$ cat config.mk
export PLATFORM = sky130hd
export DESIGN_NAME = ddr_req_arbiter
export DESIGN_NICKNAME = d
export VERILOG_FILES = /design/src/rtl/ddr_req_arbiter.sv
export SDC_FILE = /design/constraint.sdc
export NUM_CORES = 1
export LEC_CHECK = 0
export CAP_MARGIN = 20
export CELL_PAD_IN_SITES_DETAIL_PLACEMENT = 1
export CELL_PAD_IN_SITES_GLOBAL_PLACEMENT = 2
export CORE_UTILIZATION = 23
export CTS_CLUSTER_SIZE = 28
export DETAILED_ROUTE_END_ITERATION = 8
export MAX_ROUTING_LAYER = met4
export PLACE_DENSITY_LB_ADDON = 0.1
export SYNTH_ARGS = -nofsm -noshare
export SYNTH_HDL_FRONTEND = slang
export SYNTH_SLANG_ARGS = --single-unit
export TNS_END_PERCENT = 100
$ cat constraint.sdc
create_clock -name ACLK -period 3.8 [get_ports ACLK]
set_input_delay 0.76 -clock ACLK [delete_from_list [all_inputs] [get_ports ACLK]]
set_output_delay 0.76 -clock ACLK [all_outputs]
set_load 0.01 [all_outputs]
$ cat src/rtl/ddr_req_arbiter.sv
// Two-client round-robin arbiter that issues one DDR AXI request at a time and reports completion.
// Define DDR_ARB_WATCHDOG_EN to add a WAIT_DONE watchdog that aborts with ERR after WDOG_CYCLES.
module ddr_req_arbiter #(
  parameter int unsigned WDOG_CYCLES = 256
) (
  input  logic        ACLK,
  input  logic        ARESETn,
  input  logic        C0_VALID,
  input  logic        C0_WRITE,
  input  logic [31:0] C0_ADDR,
  input  logic [3:0]  C0_LEN,
  output logic        C0_READY,
  output logic        C0_DONE,
  input  logic        C1_VALID,
  input  logic        C1_WRITE,
  input  logic [31:0] C1_ADDR,
  input  logic [3:0]  C1_LEN,
  output logic        C1_READY,
  output logic        C1_DONE,
  output logic        M_VALID,
  input  logic        M_READY,
  output logic        M_WRITE,
  output logic [31:0] M_ADDR,
  output logic [3:0]  M_LEN,
  input  logic        M_DONE,
  output logic        GNT_ID,
  output logic        ERR,
  output logic [1:0]  DBG_STATE
);

  // Handshakes: a client holds Cn_VALID and its fields until the one-cycle Cn_READY pulse;
  // downstream M_VALID and M_* stay stable until M_READY is sampled high, then M_VALID drops.
  typedef enum logic [1:0] {
    S_IDLE      = 2'd0,
    S_ISSUE     = 2'd1,
    S_WAIT_DONE = 2'd2
  } state_e;

  state_e      state_q, state_d;
  logic        gnt_q, gnt_d;
  logic        rr_q, rr_d;
  logic        m_valid_q, m_valid_d;
  logic        m_write_q, m_write_d;
  logic [31:0] m_addr_q, m_addr_d;
  logic [3:0]  m_len_q, m_len_d;
  logic [1:0]  ready_q, ready_d;
  logic [1:0]  done_q, done_d;
  logic        sel;

`ifdef DDR_ARB_WATCHDOG_EN
  localparam logic [15:0] WDOG_LAST = 16'(WDOG_CYCLES - 1);
  logic [15:0] wdog_q, wdog_d;
  logic        err_q, err_d;
`else
  logic        unused_wdog;
  assign unused_wdog = ^WDOG_CYCLES;
`endif

  always_comb begin
    state_d   = state_q;
    gnt_d     = gnt_q;
    rr_d      = rr_q;
    m_valid_d = m_valid_q;
    m_write_d = m_write_q;
    m_addr_d  = m_addr_q;
    m_len_d   = m_len_q;
    ready_d   = 2'b00;
    done_d    = 2'b00;
    sel       = 1'b0;
`ifdef DDR_ARB_WATCHDOG_EN
    wdog_d    = wdog_q;
    err_d     = 1'b0;
`endif
    unique case (state_q)
      S_IDLE: begin
        if (C0_VALID || C1_VALID) begin
          // Contention goes to the round-robin pointer, otherwise to whoever is asking.
          sel          = (C0_VALID && C1_VALID) ? rr_q : C1_VALID;
          gnt_d        = sel;
          m_write_d    = sel ? C1_WRITE : C0_WRITE;
          m_addr_d     = sel ? C1_ADDR  : C0_ADDR;
          m_len_d      = sel ? C1_LEN   : C0_LEN;
          ready_d[sel] = 1'b1;
          m_valid_d    = 1'b1;
          state_d      = S_ISSUE;
        end
      end
      S_ISSUE: begin
        if (M_READY) begin
          m_valid_d = 1'b0;
          state_d   = S_WAIT_DONE;
`ifdef DDR_ARB_WATCHDOG_EN
          wdog_d    = 16'd0;
`endif
        end
      end
      S_WAIT_DONE: begin
        if (M_DONE) begin
          done_d[gnt_q] = 1'b1;
          rr_d          = ~gnt_q;
          state_d       = S_IDLE;
        end
`ifdef DDR_ARB_WATCHDOG_EN
        // A real completion on the expiry cycle takes priority over the abort.
        else if (wdog_q == WDOG_LAST) begin
          done_d[gnt_q] = 1'b1;
          err_d         = 1'b1;
          rr_d          = ~gnt_q;
          state_d       = S_IDLE;
        end else begin
          wdog_d = wdog_q + 16'd1;
        end
`endif
      end
      default: state_d = S_IDLE;
    endcase
  end

  always_ff @(posedge ACLK or negedge ARESETn) begin
    if (!ARESETn) begin
      state_q   <= S_IDLE;
      gnt_q     <= 1'b0;
      rr_q      <= 1'b0;
      m_valid_q <= 1'b0;
      m_write_q <= 1'b0;
      m_addr_q  <= 32'd0;
      m_len_q   <= 4'd0;
      ready_q   <= 2'b00;
      done_q    <= 2'b00;
`ifdef DDR_ARB_WATCHDOG_EN
      wdog_q    <= 16'd0;
      err_q     <= 1'b0;
`endif
    end else begin
      state_q   <= state_d;
      gnt_q     <= gnt_d;
      rr_q      <= rr_d;
      m_valid_q <= m_valid_d;
      m_write_q <= m_write_d;
      m_addr_q  <= m_addr_d;
      m_len_q   <= m_len_d;
      ready_q   <= ready_d;
      done_q    <= done_d;
`ifdef DDR_ARB_WATCHDOG_EN
      wdog_q    <= wdog_d;
      err_q     <= err_d;
`endif
    end
  end

  assign C0_READY  = ready_q[0];
  assign C1_READY  = ready_q[1];
  assign C0_DONE   = done_q[0];
  assign C1_DONE   = done_q[1];
  assign M_VALID   = m_valid_q;
  assign M_WRITE   = m_write_q;
  assign M_ADDR    = m_addr_q;
  assign M_LEN     = m_len_q;
  assign GNT_ID    = gnt_q;
  assign DBG_STATE = state_q;
`ifdef DDR_ARB_WATCHDOG_EN
  assign ERR       = err_q;
`else
  assign ERR       = 1'b0;
`endif

endmodule

---- After elaboration in Yosys (flattened, before gate mapping) ----
Index checks and enable logic that the tools add are counted.
Widths: inputs -> output; s select.
word-level totals
  bits in registers ....................... 46
  output and inout port bits .............. 46
cells by class
  order comparisons ....................... 4
  eq/ne operators ......................... 5
  multiplexer cells ....................... 19
  bitwise gates (word level) .............. 1
  reduce and logical (&&, ||, !) cells .... 10
operators with widths
  cell                number
  $mux 32             1
  $mux 2              7
  $mux 1              6
  $ne 2x2->1 const B  3
  $pmux 2 s3          1
  $reduce_and 3->1    2
  $lt 1x2->1 const B  2
  $mux 4              1
  $reduce_and 2->1    2
  $logic_and 1x1->1   3
  $demux 1 s1         2
  $eq 2x1->1 const B  1
  $eq 2x2->1 const B  1
  $ge 1x1->1 const B  2
  $logic_not 2->1     1
  $pmux 1 s2          1
  $reduce_bool 2->1   1
  $logic_or 1x1->1    1
  $not 1->1           1

---- Longest topological paths before layout ----
Gate-level depths: netlist (run 1).
  depth in word-level cells ............... 8
  mapped depth ............................ 5
  mapped depth without buffers ............ 3

---- Worst setup path after synthesis (run 1) ----
No wires, ideal clock.
  kind .................................... input to register
  start ................................... input C0_VALID
  end ..................................... register m_addr_q[25], in the netlist M_ADDR[25]
  library setup time ...................... 0.066 ns
  arrival ................................. 1.675 ns
  path slack .............................. 2.058 ns
  stages on the path ...................... 4
  buffers on the path ..................... 2
  path through ............................ a2111oi_2 buf_2 buf_4 a221o_1
between the ends
  cells in the longest elaborated chain, start to end .. 3
  elaborated cells between the ends (all ways) .. 5
  those cells by class .................... mux (2); reduce/logical (3)
RTL lines
  what                    line  RTL
  start: declaration      8     input logic C0_VALID,
  $logic_and 1x1->1       78    sel = (C0_VALID && C1_VALID) ? rr_q : C1_VALID;
  $mux 1                  78
  $mux 32                 81    m_addr_d = sel ? C1_ADDR : C0_ADDR;
  end signal: assignment  140   m_addr_q <= m_addr_d;
  end: declaration        44    logic [31:0] m_addr_q, m_addr_d;
Several ways; a longest one is shown, not always the timed one.
A chain may end at the register's enable or synchronous reset.

---- Worst setup path after layout (run 1) ----
  start ................................... register state_q[0], in the netlist DBG_STATE[0]
  end ..................................... output DBG_STATE[0]
RTL lines
  what                      line  RTL
  start: declaration        39    state_e state_q, state_d;
  start signal: assignment  135   state_q <= state_d;
  end: declaration          28    output logic [1:0] DBG_STATE
No word-level cell between the ends.

==> reports/results.ini, run 1 <==
[status]
outcome=finished clean

[placed_design]
dp_hpwl_um=4760
place_ws_ns=1.39
portBuffers=124
place_inst=379
finalWeightedCongestion=0.749

[power_and_ir_drop]
internal_power_uw=1600
clockPowerShare_pct=13.0
p_per_area_mw_per_mm2=711
switchingPower_uw=847
power_uw=2450
combPwrFrac_pct=52.1
p_leak_uw=0.00140
seqPwrFrac_pct=34.9
swShare_pct=34.6
vdd_ir_drop_max_uv=222

[finish]
nets=361
area_delta_synth_final_pct=70.3
fillers=924
final_cell_mix=clkdlybuf4s50_1, dfrtp_1, a21boi_0, a221o_1
antennaDiodeCount=0
final_common_cell=clkdlybuf4s50_1
fin_cells=387
drive_gt1_share_pct=5.67

[setup_path]
cpLargestDelayFamily=buffers and inverters
cp_data_required_time_ns=3.04
slowest_delay_ns=0.60
path_cells=clkdlybuf4s50_1
path_buf_inv=1
endpoint_kind=primary output
crit_type=reg2out
critPathMaxFanout=8
cp_data_arrival_time_ns=1.44
crit_path_start_kind=flop
slowest_stage=clkdlybuf4s50_1

[timing]
layout_min_cycle_time_ns=2.20
skew_ns=0.00501
finalSetupViolCount=0
setup_tns_ns=0
tightestPinTransition_ns=0.744
fin_crit_sh_pct=57.8
hold_viol_final=0
relSlewSlack_pct=50.4
grt_setup_unrepaired=false
fin_ws_ns=1.60
slew_viol_final=0
fmax_mhz=455

[grt]
grt_remaining_overflow=0
grtUsageMet3_pct=3.79
met1_usage_pct=21.5
grt_pass1_wl_um=10800
grt_max_degree=40
grt_usage_pct=16.2
grt_antenna_before_repair=0
grt_pass1_vias=2043
grt.busiest_layer=met2
gr-usage-met2_pct=25.0

[clock_tree]
cts_tree=done
post_cts_buffers=0
cts_made_buffers=5
root_buffer=clkbuf_8
clock_latency_ns=0.30
cts.sinks=46
cts_resized=0
clk_pin_slew_worst_paths_ns=0.09
cts_hold_buffers=0
htreeDepth=2
clock_path_buffers=2

[floorplanning]
core_mm2=0.00838
fp-row-count=33
die_width_um=95.8
die_y_um=95.8
dieArea_mm2=0.00917
start_util_pct=24.1
ios=126

[drt]
vias=1903
dr.pass1.iters=4
wirelength_um=6960
postRouteAntennaNets=0
drt_iter0_markers=50
route.detailed.wl_per_inst_um=18.0
drcViolationCount=0
vias_per_cell=4.92

[synthesis]
syn-num-nets=241
ys_seq_area_share_pct=56.9
netlist.area_leader.share_pct=56.9
yosysUniqueCellTypes=21
synth_warnings=0
synth_cells=161
syn_avg_cell_area_um2=12.6
yosys-top-cells-area=dfrtp_1, a221o_1, a21boi_0
ys_ff_latch=46
synth_top_area_cell=dfrtp_1
netlist_area_mm2=0.00202

[worst_hold_path]
holdCritPathClass=in2async

[job]
cap_violations=0

==> synth_stat cells, drive strengths merged <==
cell     number
a21oi         3
buf          11
dfrtp        46
nor2          3
nand2         3
and3          1
a21boi       37
nand3b        1
a21o          1
or2           1
inv           5
clkbuf        6
nand3         1
a221o        37
o21ai         2
o31ai         1
a2111oi       1
conb          1
==> logic make-up (layout without fill, tap and decap cells) <==
group | after synthesis | count (layout) | synth area share (%)
DFF | 46 | 46 | 56.9
AOI/OAI and AO/OA | 82 | 82 | 34.8
buffers and inverters | 22 | 143 | 5.75
and+or+nand+nor | 10 | 10 | 2.35
other | 1 | 1 | 0.185
==> path summary, 6_finish.rpt <==
path / startpoint / end / slack [ns] / cells after the start
max: DBG_STATE[0] / DBG_STATE[0] / 1.60 / 1
min: ARESETn / M_ADDR[17] / 0.51 / 1
max reg2reg: DBG_STATE[0] / M_ADDR[27] / 1.77 / 4
min reg2reg: GNT_ID / done_q[0] / 0.51 / 1
max in group asynchronous: ARESETn / M_ADDR[5] / 2.58 / 2
min in group ACLK: GNT_ID / done_q[0] / 0.51 / 1
==> through the flow <==
step	hold WS [ns]	util [%]	cell area, um2
final	0.512	41.1	3440
after detailed placement	0.511	40.0	3350
after global routing	0.560	41.1	3440
after floorplan	0.464	-	2020
after global placement	0.511	40.0	3350
after CTS	0.529	41.1	3440
==> sequential cells by signal, summed over array words and instances (netlist names) <==
register and flops:
M_ADDR 32, ready_q 2, M_WRITE 1, DBG_STATE 2, M_VALID 1, M_LEN 4
done_q 2, GNT_ID 1, rr_q 1
==> cell type report <==
type	instances	area, um2	area share (%)
timing repair buffer	130	1280	37.2
sequential	46	1150	33.4
multi-input combinational	93	769	22.3
tap	105	131	3.82
clock buffer	7	86.3	2.51
inverter	5	18.8	0.545
clock inverter	1	5.00	0.145
==> power groups by stage <==
| stage | registers [uW] | clock network [uW] | logic (uW) |
|---|---|---|---|
| 3_5_place_dp | 864 | 0 | 1290 |
| 3_3_place_gp | 864 | 0 | 1280 |
| 5_1_grt | 888 | 350 | 1390 |
| 2_1_floorplan | 943 | 0 | 525 |
| 4_1_cts | 860 | 334 | 1300 |
| 6_report | 855 | 318 | 1280 |
==> layer usage <==
layer | routed length, um | vias up
li1 | - | 864
met1 | 3290 | 959
met2 | 3220 | 75
met3 | 398 | 5
met4 | 57 | 0
met5 | 0 | -
(Power assumes the default switching activity.)
==> run 2, diff against run 1 <==
Settings changed: CORE_UTILIZATION 23 to 19.
Clock period 3.8 ns to 1.8 ns, I/O delays scaled along.
==> run 2 against run 1 <==
Die area grew 21%. Via count shrank 1.6%. Global-route usage shrank 2.2 points. Hold slack lost 0.48 ns. Sequential power grew 110%. Critical path type unchanged. Critical endpoint unchanged. Highest routed layer unchanged.
==> reports/results.ini, run 2 (same netlist as run 1, synthesis figures left out) <==
[floorplanning]
die_y_um=105
start_util_pct=19.6
fp-row-count=37
dieArea_mm2=0.0111
core_mm2=0.0103
die_width_um=105
ios=126

[clock_tree]
cts.sinks=46
post_cts_buffers=0
clock_path_buffers=2
clk_pin_slew_worst_paths_ns=0.08
root_buffer=clkbuf_8
htreeDepth=2
clock_latency_ns=0.29
cts_made_buffers=5
cts_tree=done

[timing]
fin_crit_sh_pct=94.0
slew_viol_final=0
grt_setup_unrepaired=false
fmax_mhz=591
skew_ns=0.00356
finalSetupViolCount=0
hold_viol_final=0
layout_min_cycle_time_ns=1.69

[drt]
drcViolationCount=0
vias=1872
vias_per_cell=4.45
drt_iter0_markers=50
postRouteAntennaNets=0
route.detailed.wl_per_inst_um=17.2
dr.pass1.iters=4
wirelength_um=7230

[setup_path]
path_buf_inv=1
cp_data_arrival_time_ns=1.33
slowest_delay_ns=0.57
crit_path_start_kind=flop
reg2reg_slack_ns=0.33
endpoint_kind=primary output
cp_data_required_time_ns=1.44
crit_type=reg2out
critPathMaxFanout=8
cpLargestDelayFamily=buffers and inverters
path_cells=clkdlybuf4s50_1
reg2reg_depth=4
timing.rr.end=M_ADDR[27]
r2r_start=DBG_STATE[0]
slowest_stage=clkdlybuf4s50_1

[finish]
drive_gt1_share_pct=7.72
fin_cells=421
area_delta_synth_final_pct=75.6
final_cell_area_mm2=0.00355
antennaDiodeCount=0
final_common_cell=clkdlybuf4s50_1
final_cell_mix=clkdlybuf4s50_1, dfrtp_1, a21boi_0, a221o_1, buf_4
largest_reg_flops=32
nets=366

[power_and_ir_drop]
swShare_pct=34.4
vdd_ir_drop_max_uv=442
switchingPower_uw=1810
p_per_area_mw_per_mm2=1480
seqPwrFrac_pct=34.7
combPwrFrac_pct=53.1
internal_power_uw=3440
p_leak_uw=0.00143
clockPowerShare_pct=12.1

[grt]
grt_remaining_overflow=0
grt_antenna_before_repair=0
grt_usage_pct=14.0
grt_pass1_wl_um=11700
grt_pass1_vias=2101
grt_max_degree=47

[placed_design]
portBuffers=124
place_inst=415
postPlaceCellArea_mm2=0.00347
dp_hpwl_um=5250
finalWeightedCongestion=0.662

[status]
outcome=finished clean

[worst_hold_path]
holdCritPathClass=in2async

[job]
cap_violations=0

-- run 2: cell type report --
type	instances	area, um2
tap	136	170
clock buffer	6	82.6
timing repair buffer	135	1360
fill	1147	6770
sequential	46	1150
inverter	5	18.8
multi-input combinational	93	769
-- run 2: per-layer routing --
metal  global-route usage, %  vias up  wire [um]
met3                    3.74        2        426
met1                    18.1      927       3430
met4                    2.72        0         28
met5                       -        -          0
li1                        -      871          -
met2                    22.1       72       3340
-- run 2: worst max path at each step --
stage                 startpoint            to  slack, ns  cells past startpoint
floorplan           DBG_STATE[0]    M_ADDR[18]       0.30                      5
global placement        C1_VALID    M_ADDR[19]      -0.04                      5
finish              DBG_STATE[0]  DBG_STATE[0]       0.11                      1
CTS                 DBG_STATE[1]  DBG_STATE[1]      0.009                      1
detailed placement      C1_VALID    M_ADDR[27]      -0.04                      5
global route        DBG_STATE[0]  DBG_STATE[0]       0.04                      1
-- run 2: power by group through the flow --
| stage | clock (uW) | combinational [uW] | sequential (uW) |
|---|---|---|---|
| final | 637 | 2790 | 1820 |
| after global routing | 710 | 3030 | 1890 |
| after CTS | 680 | 2840 | 1830 |
| after detailed placement | 0 | 2830 | 1830 |
| after global placement | 0 | 2800 | 1840 |
| after floorplan | 0 | 1110 | 1990 |
-- run 2: through the flow --
| step | TNS, ns | hold slack [ns] | power, uW | setup slack, ns | util [%] |
|---|---|---|---|---|---|
| 3_3_place_gp | -0.240 | 0.373 | 4640 | -0.0429 | 33.6 |
| 4_1_cts | 0 | 0.0415 | 5350 | 0.00923 | 34.4 |
| 6_report | 0 | 0.0353 | 5250 | 0.108 | 34.4 |
| 2_1_floorplan | 0 | 0.0644 | 3100 | 0.296 | - |
| 3_5_place_dp | -0.351 | 0.370 | 4670 | -0.0411 | 33.6 |
| 5_1_grt | 0 | 0.0488 | 5630 | 0.0438 | 34.4 |
-- run 2: repair_timing --
item | 4_1_cts | 5_1_grt
gates resized for setup | 1 | 1
cloned | 0 | 0
endpoints found under the setup margin | 1 | 1
hold buffers | 0 | 0
==> run 3, diff against run 2 <==
Settings changed: PLACE_DENSITY from default to 0.81, PLACE_DENSITY_LB_ADDON 0.1 to default.
==> run 3 against run 2 <==
Clock power rose by 19%. Via count rose by 0.43%. Routed wire length shrank 6.6%. Global-route usage fell by 0.74 points. Worst setup slack hardly changed. Final cell count is 0.24% higher. Total power rose by 1.4%.
==> reports/results.ini, run 3 (same netlist as run 1, synthesis figures left out) <==
[setup_path]
crit_cells=1
cp_data_required_time_ns=1.44
path_cells=clkdlybuf4s50_1
path_buf_inv=1
cp_data_arrival_time_ns=1.33
critPathMaxFanout=8
reg2reg_depth=4
crit_path_start_kind=flop
slowest_stage=clkdlybuf4s50_1
cpLargestDelayFamily=buffers and inverters
endpoint_kind=primary output
crit_type=reg2out
slowest_delay_ns=0.57

[floorplanning]
die_width_um=105
ios=126
dieArea_mm2=0.0111
core_mm2=0.0103
start_util_pct=19.6
fp-row-count=37
die_y_um=105

[job]
cap_violations=0

[clock_tree]
clock_path_buffers=2
cts_made_buffers=5
cts_tree=done
post_cts_buffers=0
clk_pin_slew_worst_paths_ns=0.09
clock_latency_ns=0.29
root_buffer=clkbuf_8
htreeDepth=2
cts.sinks=46

[finish]
post-route-util_pct=34.4
antennaDiodeCount=0
drive_gt1_share_pct=7.69
area_delta_synth_final_pct=75.4
final_cell_mix=clkdlybuf4s50_1, dfrtp_1, a21boi_0, a221o_1, buf_4
largest_reg_flops=32
nets=365
final_common_cell=clkdlybuf4s50_1

[drt]
wirelength_um=6750
postRouteAntennaNets=0
drcViolationCount=0
drt_iter0_markers=39
vias_per_cell=4.45
route.detailed.wl_per_inst_um=16.0
dr.pass1.iters=4
vias=1880

[timing]
layout_min_cycle_time_ns=1.69
grt_setup_unrepaired=false
fmax_mhz=591
fin_crit_sh_pct=94.0
finalSetupViolCount=0
skew_ns=0.00718
slew_viol_final=0
hold_viol_final=0

[power_and_ir_drop]
p_leak_uw=0.00144
p_per_area_mw_per_mm2=1500
vdd_ir_drop_max_uv=497
power_uw=5320

[worst_hold_path]
holdCritPathClass=in2async

[status]
outcome=finished clean

[placed_design]
finalWeightedCongestion=0.768
portBuffers=124
dp_hpwl_um=4990

[grt]
grt_pass1_vias=2167
grt_usage_pct=13.3
grt_pass1_wl_um=11300
grt_max_degree=40
grt_antenna_before_repair=0
grt_remaining_overflow=0

## run 3: power breakdown
part	total [uW]	switching [uW]	internal (uW)	leakage (uW)
Sequential	1830	309	1520	0.000567
Clock	759	350	409	0.0000579
Combinational	2730	1130	1600	0.000810
Total	5320	1790	3520	0.00144
## run 3: path summary, 6_finish.rpt
path / slack (ns) / startpoint / end
setup / recovery: 0.11 / DBG_STATE[0] / DBG_STATE[0]
hold reg to reg: 0.53 / GNT_ID / done_q[0]
min in group ACLK: 0.53 / GNT_ID / done_q[0]
setup reg to reg: 0.34 / DBG_STATE[0] / M_ADDR[10]
hold / removal: 0.50 / ARESETn / M_ADDR[12]
max in group asynchronous: 0.71 / ARESETn / M_ADDR[29]
## run 3: cell type report
class | instances | area [um2]
Multi-Input combinational cell | 93 | 769
Clock inverter | 3 | 40.0
Inverter | 5 | 18.8
Timing Repair Buffer | 134 | 1330
Fill cell | 1134 | 6780
Sequential cell | 46 | 1150
Clock buffer | 5 | 68.8
Tap cell | 136 | 170
## run 3: per-stage QoR
step           hold slack [ns]  std cells  setup slack [ns]  cell area [um2]  setup TNS [ns]
6_report                 0.496        422             0.107             3550               0
5_1_grt                  0.503        422            0.0504             3550               0
4_1_cts                  0.490        422            0.0137             3550               0
3_5_place_dp             0.281        413           -0.0498             3430           -1.07
3_3_place_gp             0.282        413           -0.0117             3430         -0.0331
2_1_floorplan           0.0644        161             0.296             2020               0
## run 3: per-layer routing
metal / GRT usage, % / routed length, um
met5: - / 0
met4: 2.41 / 17
met3: 2.99 / 462
met2: 21.3 / 3210
met1: 17.3 / 3060
## run 3: repair_timing
item                                    in CTS  in global routing
endpoints found under the hold margin       13                  0
endpoints found under the setup margin       1                  1
hold buffers                                 1                  0
cloned                                       0                  0
pin swaps                                    0                  0
resized for setup                            1                  1
==> RTL edit (flow settings as in run 3) <==
Build with the macro `DDR_ARB_WATCHDOG_EN` defined.
--- a/src/rtl/ddr_req_arbiter.sv
+++ b/src/rtl/ddr_req_arbiter.sv
@@ -1,5 +1,7 @@
 // Two-client round-robin arbiter that issues one DDR AXI request at a time and reports completion.
 // Define DDR_ARB_WATCHDOG_EN to add a WAIT_DONE watchdog that aborts with ERR after WDOG_CYCLES.
+`define DDR_ARB_WATCHDOG_EN
+
 module ddr_req_arbiter #(
   parameter int unsigned WDOG_CYCLES = 256
 ) (
Formal check against the unedited RTL: no difference found for any inputs over 10 cycles, from zero or initial values and one cycle with ARESETn low; that may be too few to reach the edited logic, so the function may still have changed.
==> RTL edit against run 3 <==
Sequential share of layout area fell by 2.1 points. Cell area rose by 46%. Hold slack got worse by 0.077 ns. Critical path depth rose by 7. Sequential cell count rose by 17. Total power rose by 38%. Routed wire length rose by 54%. Setup slack got worse by 0.076 ns. Synthesized area rose by 48%. Via count rose by 55%. Critical path type is now register to register. Critical endpoint is now wdog_q[9]$_DFFE_PN0P_.
==> RTL edit: results (changes against run 3) <==
run status -> completed
post-DP HPWL -> 7450 microns (+49%)
WP data arrival -> 2.02 ns (+0.69 ns)
fin cells -> 656 (+55%)
Largest delay share family, worst path -> compound AO/OA/AOI/OAI gates
Synth top cells by count -> dfrtp_1, nor2_1, a21oi_1
clock latency on the worst-skew pair -> 0.33 ns (+0.04 ns)
clk slew on worst S/H paths -> 0.05 ns (-0.04 ns)
synth unique cells -> 42 (+100%)
global-route wire length before repair -> 16,200 microns (+43%)
routed len/inst -> 15.8 microns (-1.1%)
initial drt markers -> 84 (+120%)
syn_nets -> 364 (+51%)
# placed instances -> 637 (+54%)
largest net degree at the start of global routing -> 47 (+18%)
Filler Cell Count -> 1,719 (+52%)
VDD IR max -> 483 uV (-2.8%)
H-tree depth -> 3 (+1)
Crit-path slowest cell -> dfrtp_1
compound-cell area share of the yosys netlist -> 0.182 (-0.166)
instance area after placement -> 4760 sq um (+39%)
initial antenna violation count -> 0 (unchanged)
port bufs -> 125 (+0.81%)
mux contribution to synthesized area -> 0.0834 (+0.0834)
gr usage total -> 0.133 (about the same)
Seq/Total Area, Yosys -> 0.525 (-0.0441)
XOR/XNOR share of the synthesized area -> 0.00292 (+0.00292)
fin nets -> 524 (+44%)
LEAKAGE -> 2.18 nW (+52%)
root buffer cell -> clkbuf_16
TritonCTS buffer count -> 9 (+4)
Mapped Avg Cell Area -> 10.6 sq um (-16%)
Fin Clk Skew -> 0.00626 ns (-0.000926 ns)
Post-Synth Adder-Cell Area -> 0.00417 (+0.00417)
[RTL edit: cell types whose count changed in the layout (fill, tap and decap cells not counted), moves of 6 or more]
cell	before	now
and2_1	0	14
a21oi_1	3	27
mux2i_1	0	25
nand2_1	3	9
buf_4	8	29
a21boi_0	37	0
clkbuf_16	0	9
a221o_1	37	14
a31oi_1	0	10
nand4_1	0	6
nor2_1	2	28
dfrtp_1	44	59
nand3_1	1	8
[RTL edit: final timing paths]
path,from,to,slack (ns),depth (start not counted)
worst max register to register,wdog_q[1]$_DFFE_PN0P_,wdog_q[9]$_DFFE_PN0P_,0.03,8
worst min register to register,M_VALID$_DFFE_PN0P_,M_VALID$_DFFE_PN0P_,0.48,2
worst max-delay path,wdog_q[1]$_DFFE_PN0P_,wdog_q[9]$_DFFE_PN0P_,0.03,8
min in group ACLK,M_VALID$_DFFE_PN0P_,M_VALID$_DFFE_PN0P_,0.48,2
worst min-delay path,ARESETn,M_ADDR[3]$_DFFE_PN0P_,0.42,2
max in group asynchronous,ARESETn,DBG_STATE[1]$_DFFE_PN0P_,0.77,3
[RTL edit: cells by family after synthesis]
logic type      Yosys count
compound gates           77
mux                      25
fa+ha+maj                 1
simple gates             93
xor+xnor                  1
flops                    63
buf+inv                  23
[RTL edit: layout make-up]
type                            instances  area (sq um)  share of cell area
Clock inverter                          1          30.0             0.00578
Inverter                                7          26.3             0.00506
Tap cell                              211           264              0.0508
Timing Repair Buffer                  165          1630               0.314
Sequential cell                        63          1580               0.304
Clock buffer                           12           256              0.0494
Multi-Input combinational cell        197          1400               0.270
[RTL edit: repair_timing]
item,CTS,global route
buffers inserted,0,5
hold buffers,1,0
gates resized for setup,7,15
endpoints found under the hold margin,6,0
endpoints found under the setup margin,20,16
pin swaps,0,6
[RTL edit: through the flow]
step	setup TNS, ns	power (mW)	worst slack [ns]
3_3_place_gp	-3.15	5.40	-0.133
5_1_grt	-0.169	7.80	-0.0590
6_report	0	7.32	0.0312
2_1_floorplan	0	3.70	0.0612
3_5_place_dp	-6.21	5.52	-0.175
4_1_cts	0	7.35	0.0235
[RTL edit: routing by layer]
metal  global-route usage  vias to the layer above  share of wire
li1                     -                     1370              -
met5                    -                        -              0
met3               0.0326                       13          0.061
met4               0.0540                        0          0.016
met1                0.149                     1450           0.43
met2                0.228                       90           0.50
[RTL edit: power by group]
part           internal, mW  switching, mW
registers              1.97          0.357
clock network          1.12          0.613
logic                  1.76           1.49
